## src/rtl/matmul_tile_sched_if.sv

```systemverilog
// Command channel between the tile scheduler and the load/compute/store
// engines: valid/ready command issue plus a one-cycle completion pulse.
interface matmul_tile_sched_if #(
  parameter int DIM_W = 16,
  parameter int LEN_W = 3
);
  logic             cmd_valid;
  logic             cmd_ready;
  logic [1:0]       cmd_op;
  logic [DIM_W-1:0] cmd_tm;
  logic [DIM_W-1:0] cmd_tn;
  logic [DIM_W-1:0] cmd_tk;
  logic [LEN_W-1:0] cmd_len_m;
  logic [LEN_W-1:0] cmd_len_n;
  logic [LEN_W-1:0] cmd_len_k;
  logic             cmd_first_k;
  logic             cmd_last_k;
  logic             op_done;

  modport master (
    output cmd_valid, cmd_op,
    output cmd_tm, cmd_tn, cmd_tk,
    output cmd_len_m, cmd_len_n, cmd_len_k,
    output cmd_first_k, cmd_last_k,
    input  cmd_ready, op_done
  );

  modport slave (
    input  cmd_valid, cmd_op,
    input  cmd_tm, cmd_tn, cmd_tk,
    input  cmd_len_m, cmd_len_n, cmd_len_k,
    input  cmd_first_k, cmd_last_k,
    output cmd_ready, op_done
  );
endinterface

```

## src/rtl/matmul_tile_sched.sv

```systemverilog
// Tile scheduler: walks tm/tn/tk tiles of an MxK * KxN matmul and issues
// LOAD_A, LOAD_B, COMPUTE, STORE_C one at a time to the datapath.
module matmul_tile_sched #(
  parameter int TILE  = 4,
  parameter int DIM_W = 16,
  parameter int LEN_W = $clog2(TILE) + 1
) (
  input  logic                clk,
  input  logic                rst_n,
  input  logic                start,
  input  logic                abort,
  input  logic [DIM_W-1:0]    dim_m,
  input  logic [DIM_W-1:0]    dim_n,
  input  logic [DIM_W-1:0]    dim_k,
  output logic                busy,
  output logic                done_o,
  output logic                cfg_err,
  matmul_tile_sched_if.master cmd
);
  localparam int SH = $clog2(TILE);

  localparam logic [1:0] IDLE  = 2'd0;
  localparam logic [1:0] ISSUE = 2'd1;
  localparam logic [1:0] WAIT  = 2'd2;
  localparam logic [1:0] FIN   = 2'd3;

  localparam logic [1:0] OP_A = 2'd0;
  localparam logic [1:0] OP_B = 2'd1;
  localparam logic [1:0] OP_C = 2'd2;
  localparam logic [1:0] OP_S = 2'd3;

  logic [1:0]       state, phase;
  logic [DIM_W-1:0] m_q, n_q, k_q;
  logic [DIM_W-1:0] tcm, tcn, tck;
  logic [DIM_W-1:0] tm, tn, tk;

  function automatic logic [DIM_W-1:0] tiles(
    input logic [DIM_W-1:0] d
  );
    logic [DIM_W:0] s;
    s = {1'b0, d} + (DIM_W+1)'(TILE - 1);
    return DIM_W'(s >> SH);
  endfunction

  function automatic logic [LEN_W-1:0] tlen(
    input logic [DIM_W-1:0] d,
    input logic [DIM_W-1:0] idx
  );
    logic [DIM_W-1:0] r;
    r = d - (idx << SH);
    return (r >= DIM_W'(TILE)) ? LEN_W'(TILE)
                               : r[LEN_W-1:0];
  endfunction

  logic             zero_dim, halt;
  logic             last_job, load;
  logic [1:0]       nph, s_ph;
  logic [DIM_W-1:0] ntm, ntn, ntk;
  logic [DIM_W-1:0] s_tm, s_tn, s_tk;
  logic [DIM_W-1:0] s_m, s_n, s_k, s_tck;

  assign zero_dim = (dim_m == '0) || (dim_n == '0)
                 || (dim_k == '0);
  assign halt = busy && abort;

  // Loop nest step: tk innermost, STORE_C closes each (tm,tn).
  always_comb begin
    nph      = phase;
    ntm      = tm;
    ntn      = tn;
    ntk      = tk;
    last_job = 1'b0;
    unique case (phase)
      OP_A: nph = OP_B;
      OP_B: nph = OP_C;
      OP_C: begin
        if (tk == tck - 1'b1) begin
          nph = OP_S;
        end else begin
          nph = OP_A;
          ntk = tk + 1'b1;
        end
      end
      default: begin
        nph = OP_A;
        ntk = '0;
        if (tn == tcn - 1'b1) begin
          ntn = '0;
          if (tm == tcm - 1'b1) last_job = 1'b1;
          else                  ntm = tm + 1'b1;
        end else begin
          ntn = tn + 1'b1;
        end
      end
    endcase
  end

  // Source of the next command: job origin on start, else next step.
  always_comb begin
    if (state == IDLE) begin
      s_ph  = OP_A;
      s_tm  = '0;
      s_tn  = '0;
      s_tk  = '0;
      s_m   = dim_m;
      s_n   = dim_n;
      s_k   = dim_k;
      s_tck = tiles(dim_k);
    end else begin
      s_ph  = nph;
      s_tm  = ntm;
      s_tn  = ntn;
      s_tk  = ntk;
      s_m   = m_q;
      s_n   = n_q;
      s_k   = k_q;
      s_tck = tck;
    end
  end

  assign load = !halt &&
    ((state == IDLE && start && !zero_dim) ||
     (state == WAIT && cmd.op_done && !last_job));

  always_ff @(posedge clk or negedge rst_n) begin
    if (!rst_n) begin
      state         <= IDLE;
      phase         <= OP_A;
      busy          <= 1'b0;
      done_o        <= 1'b0;
      cfg_err       <= 1'b0;
      cmd.cmd_valid <= 1'b0;
      m_q           <= '0;
      n_q           <= '0;
      k_q           <= '0;
      tcm           <= '0;
      tcn           <= '0;
      tck           <= '0;
      tm            <= '0;
      tn            <= '0;
      tk            <= '0;
    end else if (halt) begin
      state         <= IDLE;
      busy          <= 1'b0;
      cmd.cmd_valid <= 1'b0;
    end else begin
      unique case (state)
        IDLE: if (start) begin
          m_q <= dim_m;
          n_q <= dim_n;
          k_q <= dim_k;
          if (zero_dim) begin
            cfg_err <= 1'b1;
          end else begin
            cfg_err       <= 1'b0;
            done_o        <= 1'b0;
            busy          <= 1'b1;
            tcm           <= tiles(dim_m);
            tcn           <= tiles(dim_n);
            tck           <= tiles(dim_k);
            tm            <= '0;
            tn            <= '0;
            tk            <= '0;
            phase         <= OP_A;
            state         <= ISSUE;
            cmd.cmd_valid <= 1'b1;
          end
        end
        ISSUE: if (cmd.cmd_ready) begin
          cmd.cmd_valid <= 1'b0;
          state         <= WAIT;
        end
        WAIT: if (cmd.op_done) begin
          if (last_job) begin
            state <= FIN;
          end else begin
            phase         <= nph;
            tm            <= ntm;
            tn            <= ntn;
            tk            <= ntk;
            state         <= ISSUE;
            cmd.cmd_valid <= 1'b1;
          end
        end
        default: begin
          busy   <= 1'b0;
          done_o <= 1'b1;
          state  <= IDLE;
        end
      endcase
    end
  end

  always_ff @(posedge clk or negedge rst_n) begin
    if (!rst_n) begin
      cmd.cmd_op      <= '0;
      cmd.cmd_tm      <= '0;
      cmd.cmd_tn      <= '0;
      cmd.cmd_tk      <= '0;
      cmd.cmd_len_m   <= '0;
      cmd.cmd_len_n   <= '0;
      cmd.cmd_len_k   <= '0;
      cmd.cmd_first_k <= 1'b0;
      cmd.cmd_last_k  <= 1'b0;
    end else if (load) begin
      cmd.cmd_op      <= s_ph;
      cmd.cmd_tm      <= s_tm;
      cmd.cmd_tn      <= s_tn;
      cmd.cmd_tk      <= s_tk;
      cmd.cmd_len_m   <= tlen(s_m, s_tm);
      cmd.cmd_len_n   <= tlen(s_n, s_tn);
      cmd.cmd_len_k   <= tlen(s_k, s_tk);
      cmd.cmd_first_k <= (s_ph == OP_C) && (s_tk == '0);
      cmd.cmd_last_k  <= (s_ph == OP_C)
                      && (s_tk == s_tck - 1'b1);
    end
  end
endmodule

```

## src/flat_wrapper.sv

```systemverilog
// flat-port wrapper written by rule: the top's interface ports become plain ports
module matmul_tile_sched_flat 
#(
  parameter int TILE  = 4,
  parameter int DIM_W = 16,
  parameter int LEN_W = $clog2(TILE) + 1
)
  (clk, rst_n, start, abort, dim_m, dim_n, dim_k, busy, done_o, cfg_err, cmd_cmd_valid, cmd_cmd_op, cmd_cmd_tm, cmd_cmd_tn, cmd_cmd_tk, cmd_cmd_len_m, cmd_cmd_len_n, cmd_cmd_len_k, cmd_cmd_first_k, cmd_cmd_last_k, cmd_cmd_ready, cmd_op_done);
  matmul_tile_sched_if #(.DIM_W(DIM_W), .LEN_W(LEN_W)) cmd_i ();
  input  logic clk;
  input  logic rst_n;
  input  logic start;
  input  logic abort;
  input  logic [DIM_W-1:0] dim_m;
  input  logic [DIM_W-1:0] dim_n;
  input  logic [DIM_W-1:0] dim_k;
  output logic busy;
  output logic done_o;
  output logic cfg_err;
  output wire logic [$bits(cmd_i.cmd_valid)-1:0] cmd_cmd_valid;
  output wire logic [$bits(cmd_i.cmd_op)-1:0] cmd_cmd_op;
  output wire logic [$bits(cmd_i.cmd_tm)-1:0] cmd_cmd_tm;
  output wire logic [$bits(cmd_i.cmd_tn)-1:0] cmd_cmd_tn;
  output wire logic [$bits(cmd_i.cmd_tk)-1:0] cmd_cmd_tk;
  output wire logic [$bits(cmd_i.cmd_len_m)-1:0] cmd_cmd_len_m;
  output wire logic [$bits(cmd_i.cmd_len_n)-1:0] cmd_cmd_len_n;
  output wire logic [$bits(cmd_i.cmd_len_k)-1:0] cmd_cmd_len_k;
  output wire logic [$bits(cmd_i.cmd_first_k)-1:0] cmd_cmd_first_k;
  output wire logic [$bits(cmd_i.cmd_last_k)-1:0] cmd_cmd_last_k;
  input wire logic [$bits(cmd_i.cmd_ready)-1:0] cmd_cmd_ready;
  input wire logic [$bits(cmd_i.op_done)-1:0] cmd_op_done;
  assign cmd_cmd_valid = cmd_i.cmd_valid;
  assign cmd_cmd_op = cmd_i.cmd_op;
  assign cmd_cmd_tm = cmd_i.cmd_tm;
  assign cmd_cmd_tn = cmd_i.cmd_tn;
  assign cmd_cmd_tk = cmd_i.cmd_tk;
  assign cmd_cmd_len_m = cmd_i.cmd_len_m;
  assign cmd_cmd_len_n = cmd_i.cmd_len_n;
  assign cmd_cmd_len_k = cmd_i.cmd_len_k;
  assign cmd_cmd_first_k = cmd_i.cmd_first_k;
  assign cmd_cmd_last_k = cmd_i.cmd_last_k;
  assign cmd_i.cmd_ready = cmd_cmd_ready;
  assign cmd_i.op_done = cmd_op_done;
  matmul_tile_sched #(.TILE(TILE), .DIM_W(DIM_W), .LEN_W(LEN_W)) u_core (.clk(clk), .rst_n(rst_n), .start(start), .abort(abort), .dim_m(dim_m), .dim_n(dim_n), .dim_k(dim_k), .busy(busy), .done_o(done_o), .cfg_err(cfg_err), .cmd(cmd_i));
endmodule
```

## config.mk

```make
export PLATFORM = sky130hd
export DESIGN_NAME = matmul_tile_sched_flat
export DESIGN_NICKNAME = d
export VERILOG_FILES = /design/src/rtl/matmul_tile_sched_if.sv /design/src/rtl/matmul_tile_sched.sv /design/src/flat_wrapper.sv
export SDC_FILE = /design/constraint.sdc
export NUM_CORES = 1
export LEC_CHECK = 0
export ABC_AREA = 0
export CAP_MARGIN = 10
export CORE_MARGIN = 4
export CORE_UTILIZATION = 41
export DETAILED_ROUTE_END_ITERATION = 10
export PLACE_DENSITY = 0.63
export SLEW_MARGIN = 0
export SYNTH_ARGS = -nofsm -noshare
export SYNTH_HDL_FRONTEND = slang
export SYNTH_SLANG_ARGS = --single-unit
```

## constraint.sdc

```tcl
create_clock -name clk -period 9.33 [get_ports clk]
set_input_delay 1.866 -clock clk [delete_from_list [all_inputs] [get_ports clk]]
set_output_delay 1.866 -clock clk [all_outputs]
set_load 0.05 [all_outputs]
```

==> flow_summary_export.csv <==
group,metric,value,unit
layout,nFillCells,3544,
global_route,grt_max_degree,93,
clocking,clockBufferDepth,3,
clocking,postCtsHoldBufs,0,
critical_path,r2r-end,"u_core.cmd.cmd_len_m[0]$_DFFE_PN0P_",
clocking,numCtsBuffers,27,
critical_path,crit_path_max_incr_delay,0.84,ns
critical_path,r2r_cells,22,
synthesis,synth_area,15200,sq um
synthesis,synthDominantCellAreaShare,0.345,
critical_path,r2r-start,"u_core.tcn[0]$_DFFE_PN0P_",
global_route,grt_pass1_vias,13100,
synthesis,ys_warn_count,0,
clocking,htreeDepth,1,
hold_path,worst_hold_path_type,"flip-flop to flip-flop",
clocking,cts.repair.resized,0,
sta,setup_viol,0,
sta,tns,0,ns
critical_path,crit_fanout,19,
layout,multi_input_area,9360,sq um
floorplan,io_pins,119,
drt,first_pass_iters,6,
floorplan,core-area,36600,sq um
place,dpl-instance-area,16700,sq um
sta,fmax,149,MHz
floorplan,die_w,201,microns
sta,finalCritPeriodShare,0.721,
power_and_ir_drop,clkPwrFrac,0.229,
sta,fin_crit,6.72,ns
hold_path,hold_depth,2,
power_and_ir_drop,p_comb_frac,0.500,
synthesis,yosysTopAreaCell,"dfrtp_1",
critical_path,startpoint,"u_core.tcn[0]$_DFFE_PN0P_",
layout,final_cell_mix,"dfrtp_1 (210), nand2_1 (208), o21ai_0 (160), nor2_1 (151), clkdlybuf4s50_1 (117)",
drt,via_per_inst,5.77,
sta,worst_pin_slew,1.03,ns
drt,drc,0,
layout,antenna_cells,0,
critical_path,worst-setup-path-type,"flip-flop to flip-flop",
layout,final_util,0.483,
critical_path,crit_required,9.82,ns
place,io_buffers,118,
drt,drt-initial-drc-count,938,
layout,final_common_cell,"dfrtp_1",
place,dp_hpwl,32100,microns
status,status,"finished clean",
hold_path,hold_end,"u_core.cmd.cmd_tn[11]$_DFFE_PN0P_",
flow_run,cap_viol_max_count,0,
power_and_ir_drop,p_per_area,283,nW/um^2
clocking,root_buffer,"clkbuf_16",
synthesis,synthCells,1787,
layout,finalInstanceArea,17700,sq um
power_and_ir_drop,switching_power,2.11,mW
critical_path,crit_path_end_kind,"flip-flop",
critical_path,arrival,7.21,ns
synthesis,synth.net_count,1893,
drt,vias,13500,
layout,final_cells,2335,
layout,syn2layout_area_growth,16.2,%
clocking,cts_tree,"built",
drt,ant_nets,0,
hold_path,hp-start,"u_core.cmd.cmd_tn[11]$_DFFE_PN0P_",
floorplan,start_util,0.416,
critical_path,path_cells,"inv_1 -> ha_1 -> or4b_1 -> or4b_1 -> and3_1 -> o31a_1 -> a21oi_1 -> nand3_2 -> or4_1 -> nor3_4 -> xor2_1 -> nand2_1 -> ha_1 -> o21ai_0 -> nor3_1 -> nor4_1 -> nand4_1 -> a211o_1 -> a2111oi_0 -> nand2_1 -> nor2_2 -> a22o_1",
power_and_ir_drop,power_frac_seq,0.271,
sta,slew_viol_final,0,
global_route,grt.total_usage,0.211,
global_route,grt_pass1_wl,70800,microns
place,gp_congestion,0.905,
sta,slew-limit-headroom,0.311,
synthesis,synth_seq_area_share,0.345,
critical_path,crit_family,"simple AND/OR/NAND/NOR gates",
clocking,cts.sinks,210,
power_and_ir_drop,sw_frac_of_total,0.422,
drt,avgRoutedWirePerCell,18.8,microns
power_and_ir_drop,power.internal,2.90,mW
synthesis,synth_edf_count,0,
sta,rsz0062_at_grt,"false",
critical_path,critPathBufInv,1,
global_route,grt-ovfl-total,0,
synthesis,synth_flop_cell,"dfrtp_1",
synthesis,ys_ff_latch,210,
synthesis,syn_avg_cell_area,8.51,sq um
clocking,worstSkewPairLatency,0.54,ns
sta,hold_viol,0,
floorplan,die_h,201,microns
power_and_ir_drop,power_leakage,7.14,nW
layout,regArea,5260,sq um
place,dp.cells,2287,
critical_path,cp-start-kind,"flip-flop",
critical_path,cp_slowest_cell,"or4_1",
drt,wirelength,43900,microns
layout,drive_gt1_frac,0.0986,
synthesis,synth_cell_types,93,
layout,final_nets,1954,
clocking,clk_pin_slew,0.06,ns
global_route,antenna_found_initial,2,
sta,clock_skew,0.0157,ns
synthesis,synthTopCellsByArea,"dfrtp_1 (35%), mux2_2 (6.7%), xnor2_1 (5.3%)",
power_and_ir_drop,ir_drop,0.193,mV
clocking,post_cts.repair.setup_buffers,0,
floorplan,dieArea,40300,sq um
synthesis,async_flop_share,1.00,
critical_path,r2r_slack,2.61,ns
floorplan,rows,70,
-- worst register-to-register path, stage by stage (launching register included) --
cell	delay (ns)
dfrtp_1	0.41
inv_1	0.09
ha_1	0.21
or4b_1	0.59
or4b_1	0.54
and3_1	0.18
o31a_1	0.30
a21oi_1	0.22
nand3_2	0.41
or4_1	0.84
nor3_4	0.28
xor2_1	0.17
nand2_1	0.09
ha_1	0.38
o21ai_0	0.37
nor3_1	0.08
nor4_1	0.29
nand4_1	0.13
a211o_1	0.28
a2111oi_0	0.36
nand2_1	0.11
nor2_2	0.19
a22o_1	0.15
-- stage by stage --
step	hold WS (ns)	power, mW	worst slack [ns]
after detailed placement	0.473	3.85	2.64
after CTS	0.488	5.02	2.63
after floorplan	0.475	3.23	3.62
after global placement	0.465	3.78	2.78
after global routing	0.511	5.38	2.12
final	0.479	5.01	2.61
-- worst max path at each step --
| stage | to | slack [ns] | cells past startpoint |
|---|---|---|---|
| finish | u_core.cmd.cmd_len_m[0]$_DFFE_PN0P_ | 2.61 | 22 |
| global route | u_core.cmd.cmd_len_m[0]$_DFFE_PN0P_ | 2.12 | 22 |
| CTS | u_core.cmd.cmd_len_m[0]$_DFFE_PN0P_ | 2.63 | 22 |
| detailed placement | u_core.cmd.cmd_len_m[0]$_DFFE_PN0P_ | 2.64 | 22 |
| global placement | u_core.cmd.cmd_len_m[1]$_DFFE_PN0P_ | 2.78 | 22 |
| floorplan | u_core.cmd.cmd_len_m[0]$_DFFE_PN0P_ | 3.62 | 24 |
-- synth_stat cells, types with 13 or more instances --
cell      number
dfrtp_1      210
nand2_1      208
o21ai_0      160
nor2_1       151
a21oi_1      100
xnor2_1       92
mux2_2        91
clkbuf_1      74
xor2_1        72
inv_1         63
nand3_1       52
ha_1          49
nor3_1        37
and3_1        32
o31ai_1       26
nand2b_1      24
nand4_1       23
nor4_1        23
mux2i_1       22
nor2b_1       22
or3_1         17
a21o_1        13
a31oi_1       13
-- logic make-up (layout without fill, tap and decap cells) --
logic type,Yosys count,count (layout),share of synthesized area
AO/OA/AOI/OAI,427,427,0.175
flip-flops,210,210,0.345
buffers and inverters,160,240,0.0411
adder cells (fa/ha/maj),52,52,0.0442
XOR/XNOR,166,166,0.0969
AND/OR/NAND/NOR,659,659,0.216
multiplexers,113,113,0.0818
-- layer usage --
metal | vias up | part of all wire | GRT usage
li1 | 6483 | - | -
met4 | 4 | 0.033 | 0.0651
met5 | - | 0.00046 | 0
met3 | 79 | 0.053 | 0.0342
met1 | 6573 | 0.46 | 0.292
met2 | 329 | 0.45 | 0.341
-- final cells by class --
class | instances | share of cell area
Tap cell | 468 | 0.0331
Clock inverter | 11 | 0.0106
Multi-Input combinational cell | 1417 | 0.529
Clock buffer | 37 | 0.0448
Inverter | 63 | 0.0134
Timing Repair Buffer | 129 | 0.0717
Sequential cell | 210 | 0.297
-- power by group through the flow --
| stage | clock [mW] | combinational [mW] | sequential, mW |
|---|---|---|---|
| after CTS | 1.17 | 2.49 | 1.35 |
| after global placement | 0 | 2.42 | 1.36 |
| after global routing | 1.21 | 2.78 | 1.39 |
| after detailed placement | 0 | 2.48 | 1.37 |
| after floorplan | 0 | 1.92 | 1.31 |
| final | 1.15 | 2.50 | 1.36 |
-- state kept, by name (all words and copies together), names as in the netlist --
name and flops:
u_core.cmd.cmd_valid 1, u_core.cmd.cmd_len_m 3, u_core.cfg_err 1, u_core.k_q 16, u_core.state 2, u_core.cmd.cmd_tn 16
u_core.cmd.cmd_op 2, u_core.cmd.cmd_len_n 3, u_core.tcn 15, u_core.cmd.cmd_tm 16, u_core.tn 16, u_core.tck 15
u_core.m_q 16, u_core.cmd.cmd_len_k 3, u_core.busy 1, u_core.tk 16, u_core.done_o 1, u_core.cmd.cmd_first_k 1
u_core.cmd.cmd_last_k 1, u_core.tm 16, u_core.n_q 16, u_core.phase 2, u_core.cmd.cmd_tk 16, u_core.tcm 15
Power figures use the tool's default switching activity.
